$ cat config.mk
export PLATFORM = sky130hd
export DESIGN_NAME = qam_mapper
export DESIGN_NICKNAME = d
export VERILOG_FILES = /design/src/rtl/qam_mapper.sv
export SDC_FILE = /design/constraint.sdc
export NUM_CORES = 1
export LEC_CHECK = 0
export BUFFER_PORTS_ARGS = -buffer_cell sky130_fd_sc_hd__buf_2
export CAP_MARGIN = 10
export CORE_UTILIZATION = 45
export CTS_BUF_LIST = sky130_fd_sc_hd__clkbuf_4 sky130_fd_sc_hd__clkbuf_8
export DETAILED_ROUTE_END_ITERATION = 7
export PLACE_DENSITY = 0.67
export SLEW_MARGIN = 25
export SYNTH_ARGS = -nofsm -noshare
export SYNTH_HDL_FRONTEND = slang
export SYNTH_SLANG_ARGS = --single-unit
$ cat constraint.sdc
create_clock -name clk -period 7.3 [get_ports clk]
set_input_delay 1.46 -clock clk [delete_from_list [all_inputs] [get_ports clk]]
set_output_delay 1.46 -clock clk [all_outputs]
set_load 0.02 [all_outputs]
$ cat src/rtl/qam_mapper.sv
// Serial-bit to 802.11a constellation mapper (BPSK/QPSK/16-QAM/64-QAM, Gray coded).
// Define QAM_MAPPER_NORM_EN to scale levels by the per-modulation normalisation factor.
module qam_mapper #(
  parameter int unsigned OUT_W = 12
) (
  input  logic                    clk,
  input  logic                    reset,
  input  logic [1:0]              mode,
  input  logic                    sync,
  input  logic                    in,
  input  logic                    in_valid,
  output logic signed [OUT_W-1:0] out_i,
  output logic signed [OUT_W-1:0] out_q,
  output logic                    out_valid,
  output logic [5:0]              out_sc_idx,
  output logic                    out_last
);

  logic [2:0] bcnt_q, bcnt_d, bcnt_eff, last_idx;
  logic [5:0] sr_q, sr_d, sr_eff, bits;
  logic [5:0] sc_q, sc_d, sc_eff;
  logic [1:0] mode_q, mode_d, mode_eff;
  logic       done;

  logic signed [3:0]       lvl_i, lvl_q;
  logic signed [OUT_W-1:0] ext_i, ext_q, smp_i, smp_q;
  logic signed [OUT_W-1:0] i_q, i_d, q_q, q_d;
  logic                    valid_q, valid_d, last_q, last_d;
  logic [5:0]              idx_q, idx_d;

  function automatic logic signed [3:0] pam4(input logic first, input logic second);
    return second ? (first ? 4'sd1 : -4'sd1) : (first ? 4'sd3 : -4'sd3);
  endfunction

  function automatic logic signed [3:0] pam8(input logic first, input logic mid,
                                             input logic lst);
    logic signed [3:0] mag;
    unique case ({mid, lst})
      2'b00:   mag = 4'sd7;
      2'b01:   mag = 4'sd5;
      2'b11:   mag = 4'sd3;
      default: mag = 4'sd1;
    endcase
    return first ? mag : -mag;
  endfunction

  // sync acts on the same edge, so the accepted bit can already start a new group
  always_comb begin
    bcnt_eff = sync ? 3'd0 : bcnt_q;
    sr_eff   = sync ? 6'd0 : sr_q;
    sc_eff   = sync ? 6'd0 : sc_q;
    mode_eff = (bcnt_eff == 3'd0) ? mode : mode_q;
    bits     = sr_eff;
    for (int k = 0; k < 6; k++) begin
      if (bcnt_eff == 3'(k)) bits[k] = in;
    end
    unique case (mode_eff)
      2'b00:   last_idx = 3'd0;
      2'b01:   last_idx = 3'd1;
      2'b10:   last_idx = 3'd3;
      default: last_idx = 3'd5;
    endcase
    done = in_valid && (bcnt_eff == last_idx);
  end

  always_comb begin
    lvl_i = 4'sd0;
    lvl_q = 4'sd0;
    unique case (mode_eff)
      2'b00: lvl_i = bits[0] ? 4'sd1 : -4'sd1;
      2'b01: begin
        lvl_i = bits[0] ? 4'sd1 : -4'sd1;
        lvl_q = bits[1] ? 4'sd1 : -4'sd1;
      end
      2'b10: begin
        lvl_i = pam4(bits[0], bits[1]);
        lvl_q = pam4(bits[2], bits[3]);
      end
      default: begin
        lvl_i = pam8(bits[0], bits[1], bits[2]);
        lvl_q = pam8(bits[3], bits[4], bits[5]);
      end
    endcase
  end

  assign ext_i = {{(OUT_W-4){lvl_i[3]}}, lvl_i};
  assign ext_q = {{(OUT_W-4){lvl_q[3]}}, lvl_q};

`ifdef QAM_MAPPER_NORM_EN
  logic signed [OUT_W-1:0] scale;

  always_comb begin
    unique case (mode_eff)
      2'b00:   scale = OUT_W'(1024);
      2'b01:   scale = OUT_W'(724);
      2'b10:   scale = OUT_W'(324);
      default: scale = OUT_W'(158);
    endcase
  end

  // |7*158| = 1106 fits any OUT_W >= 12, so the product is exact
  assign smp_i = ext_i * scale;
  assign smp_q = ext_q * scale;
`else
  assign smp_i = ext_i;
  assign smp_q = ext_q;
`endif

  always_comb begin
    bcnt_d  = bcnt_eff;
    sr_d    = sr_eff;
    sc_d    = sc_eff;
    mode_d  = mode_q;
    valid_d = done;
    i_d     = i_q;
    q_d     = q_q;
    idx_d   = idx_q;
    last_d  = last_q;
    if (in_valid) begin
      mode_d = mode_eff;
      if (done) begin
        bcnt_d = 3'd0;
        sr_d   = 6'd0;
        sc_d   = (sc_eff == 6'd47) ? 6'd0 : sc_eff + 6'd1;
        i_d    = smp_i;
        q_d    = smp_q;
        idx_d  = sc_eff;
        last_d = (sc_eff == 6'd47);
      end else begin
        bcnt_d = bcnt_eff + 3'd1;
        sr_d   = bits;
      end
    end
  end

  always_ff @(posedge clk or posedge reset) begin
    if (reset) begin
      bcnt_q  <= 3'd0;
      sr_q    <= 6'd0;
      sc_q    <= 6'd0;
      mode_q  <= 2'b00;
      valid_q <= 1'b0;
      i_q     <= '0;
      q_q     <= '0;
      idx_q   <= 6'd0;
      last_q  <= 1'b0;
    end else begin
      bcnt_q  <= bcnt_d;
      sr_q    <= sr_d;
      sc_q    <= sc_d;
      mode_q  <= mode_d;
      valid_q <= valid_d;
      i_q     <= i_d;
      q_q     <= q_d;
      idx_q   <= idx_d;
      last_q  <= last_d;
    end
  end

  assign out_i      = i_q;
  assign out_q      = q_q;
  assign out_valid  = valid_q;
  assign out_sc_idx = idx_q;
  assign out_last   = last_q;

endmodule

Word-level counts from Yosys, hierarchy flattened

Cells that the tools add are included.

Output and inout port bits: 32
Input bits: 7
Register bits: 33

Reduce and logical (&&, ||, !) cells: 8
Add/sub/neg operators: 4
Eq/ne operators: 13
Muxes and demuxes: 33

Operator list:

| cell                                                 | count |
|---|---|
| two-way mux 4 bit                                    | 11 |
| two-way mux 6 bit                                    | 7 |
| one-hot mux 3 bit (3 select lines)                   | 3 |
| one-hot mux 4 bit (3 select lines)                   | 1 |
| two-way mux 3 bit                                    | 3 |
| negator 4 bit                                        | 2 |
| one-hot mux 4 bit (2 select lines)                   | 1 |
| adder 6 x 1 -> 6 bit (second input constant)         | 1 |
| equality test 2 x 1 -> 1 bit (second input constant) | 3 |
| equality test 2 bit (second input constant)          | 3 |
| equality test 3 x 2 -> 1 bit (second input constant) | 2 |
| equality test 3 bit (second input constant)          | 2 |
| equality test 6 bit (second input constant)          | 1 |
| zero test 2 bit                                      | 3 |
| two-way mux 1 bit                                    | 6 |
| adder 3 x 1 -> 3 bit (second input constant)         | 1 |
| equality test 3 x 1 -> 1 bit (second input constant) | 1 |
| equality test 3 bit                                  | 1 |
| zero test 3 bit                                      | 1 |
| OR reduction 3 bit                                   | 1 |
| two-way mux 2 bit                                    | 1 |
| AND reduction 2 bit                                  | 1 |
| OR reduction 2 bit                                   | 1 |
| logical AND 1 bit                                    | 1 |

Logic depth before layout (Yosys ltp)

Word-level depth: 9
Gate-level depth with buffers: 14
Gate-level depth less buffers: 13

Least setup slack after synthesis

No wires, ideal clock.

Kind: in2reg
From: input sync
To: register sc_q[4]
Slack: 3.153 ns
Arrival: 4.019 ns
Data required time: 7.173 ns
Cell stages on the path: 9
Cell sequence: clkbuf_1 -> nand2b_1 -> ha_1 -> clkbuf_1 -> a211o_1 -> a2111o_1 -> a2111oi_4 -> and4_1 -> mux2_1

Cells in the longest elaborated chain, start to end: 9
Elaborated cells between the ends (all ways): 15
Those cells by class: add/sub: 1; eq/ne: 4; mux: 7; reduce/logical: 3

Ends and longest elaborated chain:

| item                                              | line | source |
|---|---|---|
| start: declaration                                | 9    | `input logic sync,` |
| two-way mux 3 bit                                 | 49   | `bcnt_eff = sync ? 3'd0 : bcnt_q;` |
| zero test 3 bit                                   | 52   | `mode_eff = (bcnt_eff == 3'd0) ? mode : mode_q;` |
| two-way mux 2 bit                                 | 52   |  |
| equality test 2 bit, or another cell as far along | 57   | `unique case (mode_eff)` |
| one-hot mux 3 bit (3 select lines)                | 57   |  |
| equality test 3 bit                               | 63   | `done = in_valid && (bcnt_eff == last_idx);` |
| logical AND 1 bit                                 | 63   |  |
| two-way mux 6 bit                                 | 121  | `if (done) begin` |
| two-way mux 6 bit (*)                             | 119  | `if (in_valid) begin` |
| named net sc_d[4]                                 | 21   | `logic [5:0] sc_q, sc_d, sc_eff;` |
| end signal: assignment                            | 140  | `sc_q <= 6'd0;` |
| end signal: assignment                            | 150  | `sc_q <= sc_d;` |
| end: declaration                                  | 21   |  |

Mark *: on every way through the listed nets, which the timed path passes. The rest lies on a longest branch.
A chain may end at the register's enable or synchronous reset.

Worst setup path in the final report

Same ends and word-level chain as after synthesis.

==> out/metrics.cfg <==
[setup_path]
worst-r2r-setup-slack_ns = 3.65
cp_num_buf_inv = 2
cp_top_family = compound AO/OA/AOI/OAI gates
r2r_start = bcnt_q[2]$_DFF_PP0_
critical_path.max_stage_delay_ns = 0.86
arrival_ns = 4.97
slowest_stage = a2111oi_4
critPathLaunchType = input port
r2r_cells = 8
end_kind = register
path_cells = buf_2 -> nand2b_1 -> ha_1 -> nand4b_1 -> a2111o_1 -> a2111oi_4 -> buf_4 -> and4_1 -> mux2_1
worst-path-max-fanout = 27
crit_type = input port to register
reg2reg_to = sc_q[4]$_DFF_PP0_
crit_required_ns = 7.47

[run]
maxCapViolations = 0

[sta]
period_needed_ns = 4.79
fin_skew_ns = 0.00519
finalHoldViolCount = 0
setup-tns-final_ns = 0
setup-violations-final = 0
period_share = 0.657
rsz0062_at_grt = false
max_freq_ghz = 0.209
worstMarginPinSlew_ns = 0.903
relSlewSlack = 0.398
slew_viol_final = 0

[synth]
async_reset_ff_frac = 1.00
synth_top_area_cell = dfrtp_1
synth_seq_cells = 33
syn_area_per_cell_um2 = 9.08
synth.area.top_cells = dfrtp_1 (39%), ha_1 (8.8%), buf_4 (5.6%)
synth_area_um2 = 2140
synth-edff-count = 0
synth_top_area_frac = 0.385
ys_types = 45
syn_inst = 236
synthFlopType = dfrtp_1
syn_nets = 258
yosys_warnings = 0
ys_seq_area_frac = 0.385

[power_and_ir_drop]
power_w = 0.000618
power.internal_w = 0.000363
power.switching_w = 0.000256
clockPowerShare = 0.219
seqPwrFrac = 0.377
pwr_density_cell_nw_per_um2 = 266
comb_power_share = 0.404
ir_drop_v = 0.000122
power_leakage_nw = 1.10
p_sw_frac = 0.414

[worst_hold_path]
hold_class = register to register
hold_start = out_i[0]$_DFFE_PP0P_
hold_depth = 1
whs_endpoint = out_i[0]$_DFFE_PP0P_

[clock_tree]
htree_num_levels = 2
ctsHoldBuffers = 0
cts_buffer_depth = 2
cts.sinks = 33
cts_root_buffer = clkbuf_8
post_cts_buffers = 0
clkLatencyLatePin_ns = 0.29
clk_pin_slew_ns = 0.07
ctsResizeCount = 0
cts_tree = done
cts_buffers = 5

[floorplan]
start_util = 0.479
dieArea_um2 = 5040
die_y_um = 71.0
rows = 24
ios = 39
die_w_um = 71.0
core-area_um2 = 4470

[status]
violations = DRC
status = finished, violations left

[place]
placed_area_um2 = 2240
hpwlAfterDp_mm = 2.97
io_buffers = 38
dp_cells = 300
place.gp.congestion = 0.878

[detailed_routing]
antenna_left = 0
routed_wl_mm = 4.22
vias = 1647
drc = 7
wl_per_cell_um = 13.7
avgViaCountPerCell = 5.35
drtPass1Iterations = 6
drt_iter0_drc = 63

[finish]
final_cells = 308
fin_util = 0.519
drive_gt1_frac = 0.234
antennaDiodeCount = 0
nFillCells = 437
final_area_um2 = 2320
final_common_cell = buf_2
multi_input_area_um2 = 1070
nNetsFinal = 277
final_cell_mix = buf_2 (38), dfrtp_1 (33), inv_1 (18), nand2_1 (18), nor2_1 (17)
syn_to_final_growth_pct = 8.41
regArea_um2 = 826

[global_route]
grt_max_degree = 34
grt_pass1_wl_mm = 7.25
antenna_found_initial = 0
overflow = 0
grt_pass1_vias = 1581
grt_use_total = 0.185

[registers in the layout, indices dropped and copies added, names as in the netlist]
name        cells
out_last        1
bcnt_q          3
mode_q          2
sr_q            6
sc_q            6
out_sc_idx      6
out_q           4
out_i           4
out_valid       1
[layer usage]
metal	track usage	up-vias	wire length, um
met5	0	-	0
met4	0.0867	0	86
met3	0.0427	8	156
met2	0.306	40	1980
met1	0.229	767	2000
li1	-	832	-
[cells in the mapped netlist (all sizes together) (4+ instances only)]
library cell  instances
a21oi                11
buf                  20
clkbuf                8
dfrtp                33
ha                   15
inv                  19
mux2                  9
nand2                18
nand2b               10
nand3                11
nor2                 17
nor2b                 6
o21a                  4
o21ai                12
o22ai                 8
[cells by family (layout without fill, tap and decap cells)]
kind of cell	Yosys count	after routing	share of synthesized area
DFF	33	33	0.385
adders and majority gates	15	15	0.0876
xor gates and xnor gates	3	3	0.0123
and+or+nand+nor	73	73	0.169
AOI/OAI and AO/OA	53	53	0.169
buffers and inverters	47	67	0.116
muxes	12	12	0.0613
[cell type report]
cell class,count,share of cell area
clock buffer,5,0.0296
clock inverter,3,0.00754
inverter,19,0.0307
multi-input combinational,156,0.460
sequential,33,0.355
tap,52,0.0280
timing repair buffer,40,0.0883
[power groups by stage]
| stage | Combinational [W] | Clock (W) | Sequential (W) |
|---|---|---|---|
| 5_1_grt | 0.000270 | 0.000146 | 0.000238 |
| 4_1_cts | 0.000251 | 0.000140 | 0.000234 |
| 2_1_floorplan | 0.000204 | 0 | 0.000263 |
| 3_5_place_dp | 0.000250 | 0 | 0.000237 |
| 3_3_place_gp | 0.000248 | 0 | 0.000236 |
| 6_report | 0.000250 | 0.000136 | 0.000233 |
[per-stage QoR]
step | worst slack [ns] | hold slack (ns)
after floorplan | 3.15 | 0.448
after global placement | 2.28 | 0.454
after detailed placement | 2.24 | 0.454
after CTS | 2.52 | 0.470
after global routing | 2.28 | 0.485
final | 2.51 | 0.466
[worst max-delay path by stage]
stage                     startpoint           endpoint  slack (ns)  cells past startpoint
final                           sync  sc_q[4]$_DFF_PP0_        2.51                      9
after global routing            sync  sc_q[4]$_DFF_PP0_        2.28                      9
after CTS                       sync  sc_q[4]$_DFF_PP0_        2.52                      9
after detailed placement        sync  sc_q[4]$_DFF_PP0_        2.24                      9
after global placement          sync  sc_q[4]$_DFF_PP0_        2.28                      9
after floorplan                 sync  sc_q[4]$_DFF_PP0_        3.15                      9
Note: power is estimated with default switching activity, not from simulation.
